===== src/rtl/ro_meas_pkg.sv =====
// ro_meas_pkg: shared constants and FSM encoding for the ring-oscillator
// gated measurement stage.
package ro_meas_pkg;

  // Default and largest supported counter/result width.
  localparam int CNT_W_DEF = 24;
  localparam int MAX_CNT_W = 24;

  // byte_sel value that routes the status byte to dout.
  localparam logic [1:0] STATUS_SEL = 2'd3;

  // Measurement FSM states; the encoding is visible in the status byte.
  typedef enum logic [2:0] {
    ST_IDLE  = 3'd0,
    ST_ARMED = 3'd1,
    ST_COUNT = 3'd2,
    ST_HOLD  = 3'd3,
    ST_ACKW  = 3'd4
  } meas_state_t;

endpackage


===== src/rtl/ro_sync.sv =====
// ro_sync: SYNC_STAGES-deep flop chain that brings an asynchronous pin
// level into the divider-tap clock domain. Resets to 0.
module ro_sync #(
  parameter int SYNC_STAGES = 2
) (
  input  logic dff_q_clk,
  input  logic rst_n,
  input  logic d,
  output logic q
);

  logic [SYNC_STAGES-1:0] sync_p;

  // Shift the pin level through the chain; the last flop is the synchronized value
  always_ff @(posedge dff_q_clk or negedge rst_n) begin
    if (!rst_n) begin
      sync_p <= '0;
    end else begin
      sync_p <= {sync_p[SYNC_STAGES-2:0], d};
    end
  end

  assign q = sync_p[SYNC_STAGES-1];

endmodule


===== src/rtl/ro_gated_counter.sv =====
// ro_gated_counter: counts divider-tap cycles while a synchronized gate is
// high, latches the count, and presents it byte-wise under a four-phase
// level acknowledge.
// Optional feature: define RO_CNT_SATURATE_EN to saturate the counter and
// report overflow; otherwise the counter wraps and ovf is constant 0.
module ro_gated_counter
  import ro_meas_pkg::*;
#(
  parameter int CNT_W       = CNT_W_DEF,
  parameter int SYNC_STAGES = 2
) (
  input  logic       dff_q_clk,
  input  logic       rst_n,
  input  logic       gate_async,
  input  logic       ack_async,
  input  logic [1:0] byte_sel,
  output logic [7:0] dout,
  output logic       valid,
  output logic       busy,
  output logic       ovf
);

  localparam int WARM_W = $clog2(SYNC_STAGES + 1);

  logic                 g_s;
  logic                 a_s;
  logic                 g_d;
  logic                 rise;
  logic [WARM_W-1:0]    warm;
  logic                 sync_ready;
  meas_state_t          state;
  logic [CNT_W-1:0]     cnt;
  logic [CNT_W-1:0]     cnt_next;
  logic [CNT_W-1:0]     result;
  logic [MAX_CNT_W-1:0] result_ext;
  logic [7:0]           status;

  ro_sync #(.SYNC_STAGES(SYNC_STAGES)) u_gate_sync (
    .dff_q_clk (dff_q_clk),
    .rst_n     (rst_n),
    .d         (gate_async),
    .q         (g_s)
  );

  ro_sync #(.SYNC_STAGES(SYNC_STAGES)) u_ack_sync (
    .dff_q_clk (dff_q_clk),
    .rst_n     (rst_n),
    .d         (ack_async),
    .q         (a_s)
  );

  // Previous synchronized gate level, for rising-edge detection
  always_ff @(posedge dff_q_clk or negedge rst_n) begin
    if (!rst_n) begin
      g_d <= 1'b0;
    end else begin
      g_d <= g_s;
    end
  end

  assign rise = g_s & ~g_d;

  // The synchronizer comes out of reset holding zeros, which would look like
  // a low gate. IDLE waits until the chain carries real post-reset samples so
  // a gate already high at reset release cannot open a truncated window.
  always_ff @(posedge dff_q_clk or negedge rst_n) begin
    if (!rst_n) begin
      warm <= '0;
    end else if (!sync_ready) begin
      warm <= warm + WARM_W'(1);
    end
  end

  assign sync_ready = (warm == WARM_W'(SYNC_STAGES));

`ifdef RO_CNT_SATURATE_EN
  logic cnt_full;
  logic ovf_int;

  assign cnt_full = &cnt;
  assign cnt_next = cnt_full ? cnt : cnt + CNT_W'(1);

  // Sticky overflow for the window in progress
  always_ff @(posedge dff_q_clk or negedge rst_n) begin
    if (!rst_n) begin
      ovf_int <= 1'b0;
    end else if (state == ST_ARMED && rise) begin
      ovf_int <= 1'b0;
    end else if (state == ST_COUNT && g_s && cnt_full) begin
      ovf_int <= 1'b1;
    end
  end

  // Overflow flag latched alongside the result at window close
  always_ff @(posedge dff_q_clk or negedge rst_n) begin
    if (!rst_n) begin
      ovf <= 1'b0;
    end else if (state == ST_COUNT && !g_s) begin
      ovf <= ovf_int;
    end
  end
`else
  assign cnt_next = cnt + CNT_W'(1);
  assign ovf      = 1'b0;
`endif

  // Measurement sequencing: arm, count the window, hold the result, handshake
  always_ff @(posedge dff_q_clk or negedge rst_n) begin
    if (!rst_n) begin
      state  <= ST_IDLE;
      cnt    <= '0;
      result <= '0;
      valid  <= 1'b0;
    end else begin
      case (state)
        ST_IDLE: begin
          if (sync_ready && !g_s) begin
            state <= ST_ARMED;
          end
        end
        ST_ARMED: begin
          if (rise) begin
            // The rising cycle itself is the first counted cycle
            cnt   <= CNT_W'(1);
            state <= ST_COUNT;
          end
        end
        ST_COUNT: begin
          if (g_s) begin
            cnt <= cnt_next;
          end else begin
            result <= cnt;
            valid  <= 1'b1;
            state  <= ST_HOLD;
          end
        end
        ST_HOLD: begin
          if (a_s) begin
            valid <= 1'b0;
            state <= ST_ACKW;
          end
        end
        ST_ACKW: begin
          if (!a_s) begin
            state <= ST_IDLE;
          end
        end
        default: begin
          state <= ST_IDLE;
        end
      endcase
    end
  end

  assign busy   = (state == ST_COUNT);
  assign status = {valid, ovf, busy, 2'b00, state};

  // Byte mux; bytes above the result width read as zero via zero extension
  always_comb begin
    result_ext              = '0;
    result_ext[CNT_W-1:0]   = result;
    dout                    = 8'h00;
    if (byte_sel == STATUS_SEL) begin
      dout = status;
    end else begin
      case (byte_sel)
        2'd0:    dout = result_ext[7:0];
        2'd1:    dout = result_ext[15:8];
        2'd2:    dout = result_ext[23:16];
        default: dout = 8'h00;
      endcase
    end
  end

endmodule


===== config.mk =====
export PLATFORM = sky130hd
export DESIGN_NAME = ro_gated_counter
export DESIGN_NICKNAME = d
export VERILOG_FILES = /design/src/rtl/ro_meas_pkg.sv /design/src/rtl/ro_sync.sv /design/src/rtl/ro_gated_counter.sv
export SDC_FILE = /design/constraint.sdc
export NUM_CORES = 1
export LEC_CHECK = 0
export CORE_MARGIN = 2
export CORE_UTILIZATION = 60
export DETAILED_ROUTE_END_ITERATION = 6
export PLACE_DENSITY = 0.8
export SLEW_MARGIN = 20
export SYNTH_ARGS = -nofsm -noshare
export SYNTH_HDL_FRONTEND = slang
export SYNTH_SLANG_ARGS = --single-unit

===== constraint.sdc =====
create_clock -name dff_q_clk -period 3.6 [get_ports dff_q_clk]
set_input_delay 1.08 -clock dff_q_clk [delete_from_list [all_inputs] [get_ports dff_q_clk]]
set_output_delay 1.08 -clock dff_q_clk [all_outputs]
set_load 0.1 [all_outputs]

==> flow_metrics.tcl, run 1 <==
set metrics [dict create \
    finalWorstSetupSlack_ns 0.0509 \
    crit_buf_inv 3 \
    r2r_cells 4 \
    coreArea_mm2 0.00466 \
    hold_class "reg -> reg" \
    rows 25 \
    initial_utilization_pct 61.6 \
    min_to "u_ack_sync.sync_p[1]" \
    post-route-min-period_ns 3.55 \
    cts_hold_buf 0 \
    grt_usage_pct 24.9 \
    fin_cells 327 \
    p_leak_nw 1.44 \
    ant_nets 0 \
    syn_nets 257 \
    synthDistinctLibCells 48 \
    dieArea_mm2 0.00536 \
    postSynthAreaPerCell_um2 11.5 \
    dp_cells 311 \
    wl_per_cell_um 18.1 \
    period_share_pct 98.6 \
    path_clk_slew_ns 0.06 \
    fill_cells 306 \
    ff2ff_setup_slack_ns 1.23 \
    tns_ns 0 \
    drive_above_1_share_pct 25.6 \
    place_hpwl_mm 4.02 \
    crit_type "in -> out" \
    slowest_stage "mux4_2" \
    synth_top_cell_area_share_pct 51.4 \
    grt_setup_unrepaired "no" \
    min_path_cells 0 \
    relSlewSlack_pct 51.6 \
    nets 276 \
    critPathArrivalTime_ns 2.47 \
    cp-start-kind "primary input" \
    seq_area_mm2 0.00148 \
    reg2reg_from "state[1]" \
    synth_top_area_cell "dfrtp_1" \
    worstMarginPinSlew_ns 0.723 \
    utilization_pct 71.9 \
    io_pins 17 \
    synth_area_leaders "dfrtp_1 51%, mux2_2 9.4%, mux4_2 3.9%" \
    syn_to_final_growth_pct 16.7 \
    crit_family "buffers and inverters" \
    gp_congestion 0.791 \
    diodes 0 \
    htreeDepth 3 \
    drc_errors 0 \
    holdWs_ns 0.350 \
    ir_drop_uv 503 \
    maxCapViolations 0 \
    drv_slew 0 \
    postCtsSetupBuffers 0 \
    clock-sinks 59 \
    crit_path_max_incr_delay_ns 0.54 \
    power.density_mw_per_mm2 570 \
    hold_start "u_ack_sync.sync_p[0]" \
    outcome "finished clean" \
    ys_seq_area_share_pct 51.4 \
    cts_resized 0 \
    clk_latency_ns 0.33 \
    synth_ff_type "dfrtp_1" \
    cts_root_buf "clkbuf_8" \
    cp_cell_sequence "clkdlybuf4s50_1 -> buf_12 -> mux4_2 -> buf_12" \
    ys_warn_count 0 \
    io_buffers 15 \
    cts_max_path_buffers 2 \
    met1_usage_pct 34.0 \
    synthesis.area_mm2 0.00287 \
    drt_iter0_markers 156 \
    synthCells 249 \
    num_vias 2112 \
    cts_tree "yes" \
    worst-path-max-fanout 9 \
    fin_skew_ns 0.00542 \
    cts_buffers 9 \
    grt_overflow 0 \
    met3_usage_pct 6.63 \
    drt_pass1_iterations 4 \
    dieHeight_um 73.2 \
    dp_slack_ns 0.0384 \
    grt_pass1_wl_mm 9.64 \
    r2r-end "result[19]" \
    setup_viol 0 \
    end_kind "output port" \
    mostFrequentLayoutCells "59 x dfrtp_1, 24 x mux2_2, 20 x a21oi_1" \
    grt_max_degree 46 \
    cp_data_required_time_ns 2.52 \
    grt_use_met2_pct 37.3 \
    cp_common_cell "buf_12" \
    ys_ff_latch 59 \
    async_reset_ff_share_pct 100 \
    via_per_inst 6.46 \
    synth-edff-count 0 \
    die_width_um 73.2 \
    layout_commonest_cell "dfrtp_1" \
    busiest_layer "met2" \
    antenna_found_initial 0 \
    final_hold_viol_count 0 \
    grt_pass1_vias 2004 \
    totalWireLength_mm 5.91 \
    clock.fmax_ghz 0.282 \
    multi_input_area_mm2 0.00131 \
]
==> sequential cells by signal, summed over array words and instances, names as in the netlist <==
signal / flops
g_d: 1
warm: 2
state: 3
u_ack_sync.sync_p: 2
valid: 1
u_gate_sync.sync_p: 2
cnt: 24
result: 24
==> worst register-to-register path: stages, from the launching register on <==
cell	delay, ns
dfrtp_1	0.57
or3b_2	0.55
nor2_2	0.43
buf_4	0.33
mux2_2	0.37
==> synthesized netlist by cell type, drive strengths merged (2+ instances only) <==
library cell  instances
a21oi                20
and3                  2
and4                  3
buf                   8
clkbuf                5
dfrtp                59
ha                    2
inv                   4
mux2                 24
mux2i                 3
mux4                  5
nand2                16
nand3                 4
nand4                 5
nor2                 14
nor2b                 4
o211ai                3
o21ai                17
o31a                  2
o31ai                11
or3                   6
or4                  11
==> per-layer routing <==
layer  up-vias  share of wire (%)  wire [um]
met4         0                2.1        122
met5         -                  0          0
met3        13                5.2        309
met2        49                 48       2810
met1      1067                 45       2670
li1        983                  -          -
==> power by group <==
| group | switching (mW) | internal (mW) |
|---|---|---|
| Combinational | 0.315 | 0.177 |
| Sequential | 0.0826 | 0.715 |
| Clock | 0.243 | 0.378 |
| Total | 0.641 | 1.27 |
==> cell families (layout without fill, tap and decap cells) <==
group | count (synthesis) | after routing | share of synthesized area [%]
fa+ha+maj | 2 | 2 | 0.871
buf+inv | 17 | 41 | 3.48
other cells | 1 | 1 | 0.131
flops | 59 | 59 | 51.4
simple gates | 76 | 76 | 15.5
xor+xnor | 2 | 2 | 0.610
compound gates | 60 | 60 | 13.6
mux | 32 | 32 | 14.4
==> worst max-delay path by stage <==
| stage | from | cells past startpoint | slack [ns] | to |
|---|---|---|---|---|
| floorplan | state[2] | 4 | 0.1 | dout[5] |
| global placement | byte_sel[0] | 4 | 0.04 | dout[7] |
| detailed placement | byte_sel[0] | 4 | 0.04 | dout[0] |
| CTS | byte_sel[0] | 4 | 0.04 | dout[0] |
| global route | byte_sel[0] | 4 | 0.02 | dout[0] |
| finish | byte_sel[0] | 4 | 0.05 | dout[0] |
==> cell type report <==
cell class              count  share of cell area [%]
clock buffers              15                    5.26
clock inverters             1                   0.896
inverters                   4                   0.448
multi-input cells         173                    39.0
flip-flops and latches     59                    44.0
well taps                  54                    2.01
repair buffers             21                    8.36
==> metrics by stage <==
step	instance area, um^2	power, mW
floorplan	2880	1.17
global placement	3140	1.29
detailed placement	3140	1.30
CTS	3350	1.92
global route	3350	1.99
finish	3350	1.91
No activity file was read; power rests on OpenSTA's default activity.
==> run 2: changes to the inputs <==
--- a/config.mk
+++ b/config.mk
@@ -7,6 +7,7 @@
 export LEC_CHECK = 0
 export CORE_MARGIN = 2
 export CORE_UTILIZATION = 60
+export CTS_CLUSTER_SIZE = 10
 export DETAILED_ROUTE_END_ITERATION = 6
 export PLACE_DENSITY = 0.8
 export SLEW_MARGIN = 20
==> results of run 2 <==
No change in the layout: final DEF, timing and power equal those of run 1.
==> run 3: changes to the inputs <==
--- a/config.mk
+++ b/config.mk
@@ -5,6 +5,7 @@
 export SDC_FILE = /design/constraint.sdc
 export NUM_CORES = 1
 export LEC_CHECK = 0
+export CORE_ASPECT_RATIO = 1.2
 export CORE_MARGIN = 2
 export CORE_UTILIZATION = 60
 export CTS_CLUSTER_SIZE = 10
==> flow_metrics.tcl, run 3 (synthesis results as in run 1) <==
set metrics [dict create \
    setup_viol 0 \
    io_buffers 15 \
    period_share_pct 99.0 \
    cts_resized 0 \
    grt_overflow 0 \
    sw_frac_of_total_pct 36.1 \
    outcome "finished clean" \
    grt_setup_unrepaired "no" \
    crit_family "buffers and inverters" \
    cp_num_cells 4 \
    hold_class "reg -> reg" \
    cts_max_path_buffers 2 \
    cts_root_buf "clkbuf_8" \
    power.density_mw_per_mm2 536 \
    relSlewSlack_pct 51.7 \
    tns_ns 0 \
    antenna_found_initial 0 \
    place_hpwl_mm 4.12 \
    die_width_um 67.2 \
    gp_congestion 0.852 \
    rows 27 \
    power.total_mw 1.76 \
    cts_tree "yes" \
    grt_pass1_vias 2116 \
    worstMarginPinSlew_ns 0.724 \
    totalWireLength_mm 5.92 \
    dieHeight_um 79.8 \
    drv_slew 0 \
    p_int_mw 1.13 \
    post-route-min-period_ns 3.56 \
    reg_top3 "cnt: 24 flops, result: 24 flops, state: 3 flops" \
    cts_buffers 9 \
    p_switching_mw 0.636 \
    cp_cell_sequence "clkdlybuf4s50_1 -> buf_12 -> mux4_2 -> buf_12" \
    mostFrequentLayoutCells "59 x dfrtp_1, 24 x mux2_2, 20 x a21oi_1" \
    critPathArrivalTime_ns 2.48 \
    dieArea_mm2 0.00536 \
    final_hold_viol_count 0 \
    pwr-share-comb_pct 28.1 \
    r2r_cells 4 \
    drt_iter0_markers 244 \
    maxCapViolations 0 \
    coreArea_mm2 0.00459 \
    htreeDepth 3 \
    drive_above_1_share_pct 25.6 \
    cp_data_required_time_ns 2.52 \
    syn_to_final_growth_pct 14.5 \
    wl_per_cell_um 18.0 \
    nets 275 \
    grt_pass1_wl_mm 10.2 \
    finalWorstSetupSlack_ns 0.0360 \
    crit_type "in -> out" \
    fill_cells 353 \
    ir_drop_uv 450 \
    cts_hold_buf 0 \
    clock-sinks 59 \
    grt_max_degree 60 \
    initial_utilization_pct 62.5 \
    layout_commonest_cell "dfrtp_1" \
    fin_skew_ns 0.00333 \
    num_vias 2084 \
    min_path_cells 0 \
    io_pins 17 \
    dp_slack_ns 0.0253 \
    clock.fmax_ghz 0.281 \
    crit_path_max_incr_delay_ns 0.55 \
    cp_common_cell "buf_12" \
    ant_nets 0 \
    drt_pass1_iterations 4 \
    postCtsSetupBuffers 0 \
    via_per_inst 6.35 \
    p_leak_nw 1.41 \
    crit_buf_inv 3 \
    slowest_stage "mux4_2" \
    p_seq_share_pct 45.0 \
    drc_errors 0 \
    p_clk_share_pct 26.9 \
    grt_usage_pct 26.3 \
    clk_latency_ns 0.33 \
    worst-path-max-fanout 9 \
    path_clk_slew_ns 0.06 \
    diodes 0 \
    cp-start-kind "primary input" \
    end_kind "output port" \
]
==> run 3: cell count changes in the layout (fill, tap and decap cells not counted), sizes merged <==
cell	delta
buf	-1
bufinv	-1
clkbuf	-5
clkinv	+4
==> run 3: worst reg2reg max path, stage by stage, from the launching register on <==
cell and delay, ns:
dfrtp_1 0.54, or3b_2 0.55, nor2_2 0.32, buf_4 0.33, mux2_2 0.38
==> run 3: power groups by stage <==
stage | clock network, mW | logic (mW) | registers, mW
3_5_place_dp | 0 | 0.497 | 0.805
3_3_place_gp | 0 | 0.480 | 0.800
6_report | 0.475 | 0.495 | 0.794
2_1_floorplan | 0 | 0.375 | 0.797
4_1_cts | 0.487 | 0.500 | 0.792
5_1_grt | 0.512 | 0.531 | 0.805
==> run 3: layout make-up <==
class                      instances  area (um^2)  area share [%]
clock buffer                      10          128            3.88
timing repair buffer              20          270            8.22
tap                               58         72.6            2.21
clock inverter                     4         20.0           0.609
multi-input combinational        173         1310            39.7
sequential                        59         1480            44.9
inverter                           4         15.0           0.456
==> run 3: path summary, 6_finish.rpt <==
check	to	slack, ns	start
min in group asynchronous	valid	0.89	rst_n
max in group asynchronous	cnt[6]	2.24	rst_n
min	u_gate_sync.sync_p[1]	0.35	u_gate_sync.sync_p[0]
max	dout[0]	0.04	byte_sel[0]
min reg2reg	u_gate_sync.sync_p[1]	0.35	u_gate_sync.sync_p[0]
max reg2reg	result[17]	1.36	state[1]
==> run 3: layer usage <==
metal  track usage, %  share of wire, %  up-vias
met2             41.1                51       49
li1                 -                 -      974
met4             13.3               2.8        0
met1             33.7                42     1045
met3             6.49               4.2       16
met5                0                 0        -
==> run 3: metrics by stage <==
stage	cell area, um^2	cells	utilization, %	hold slack, ns
final	3290	328	71.6	0.346
after global routing	3290	328	71.6	0.354
after CTS	3290	328	71.6	0.349
after detailed placement	3140	314	68.4	0.336
after global placement	3140	314	68.4	0.331
after floorplan	2880	249	-	0.331
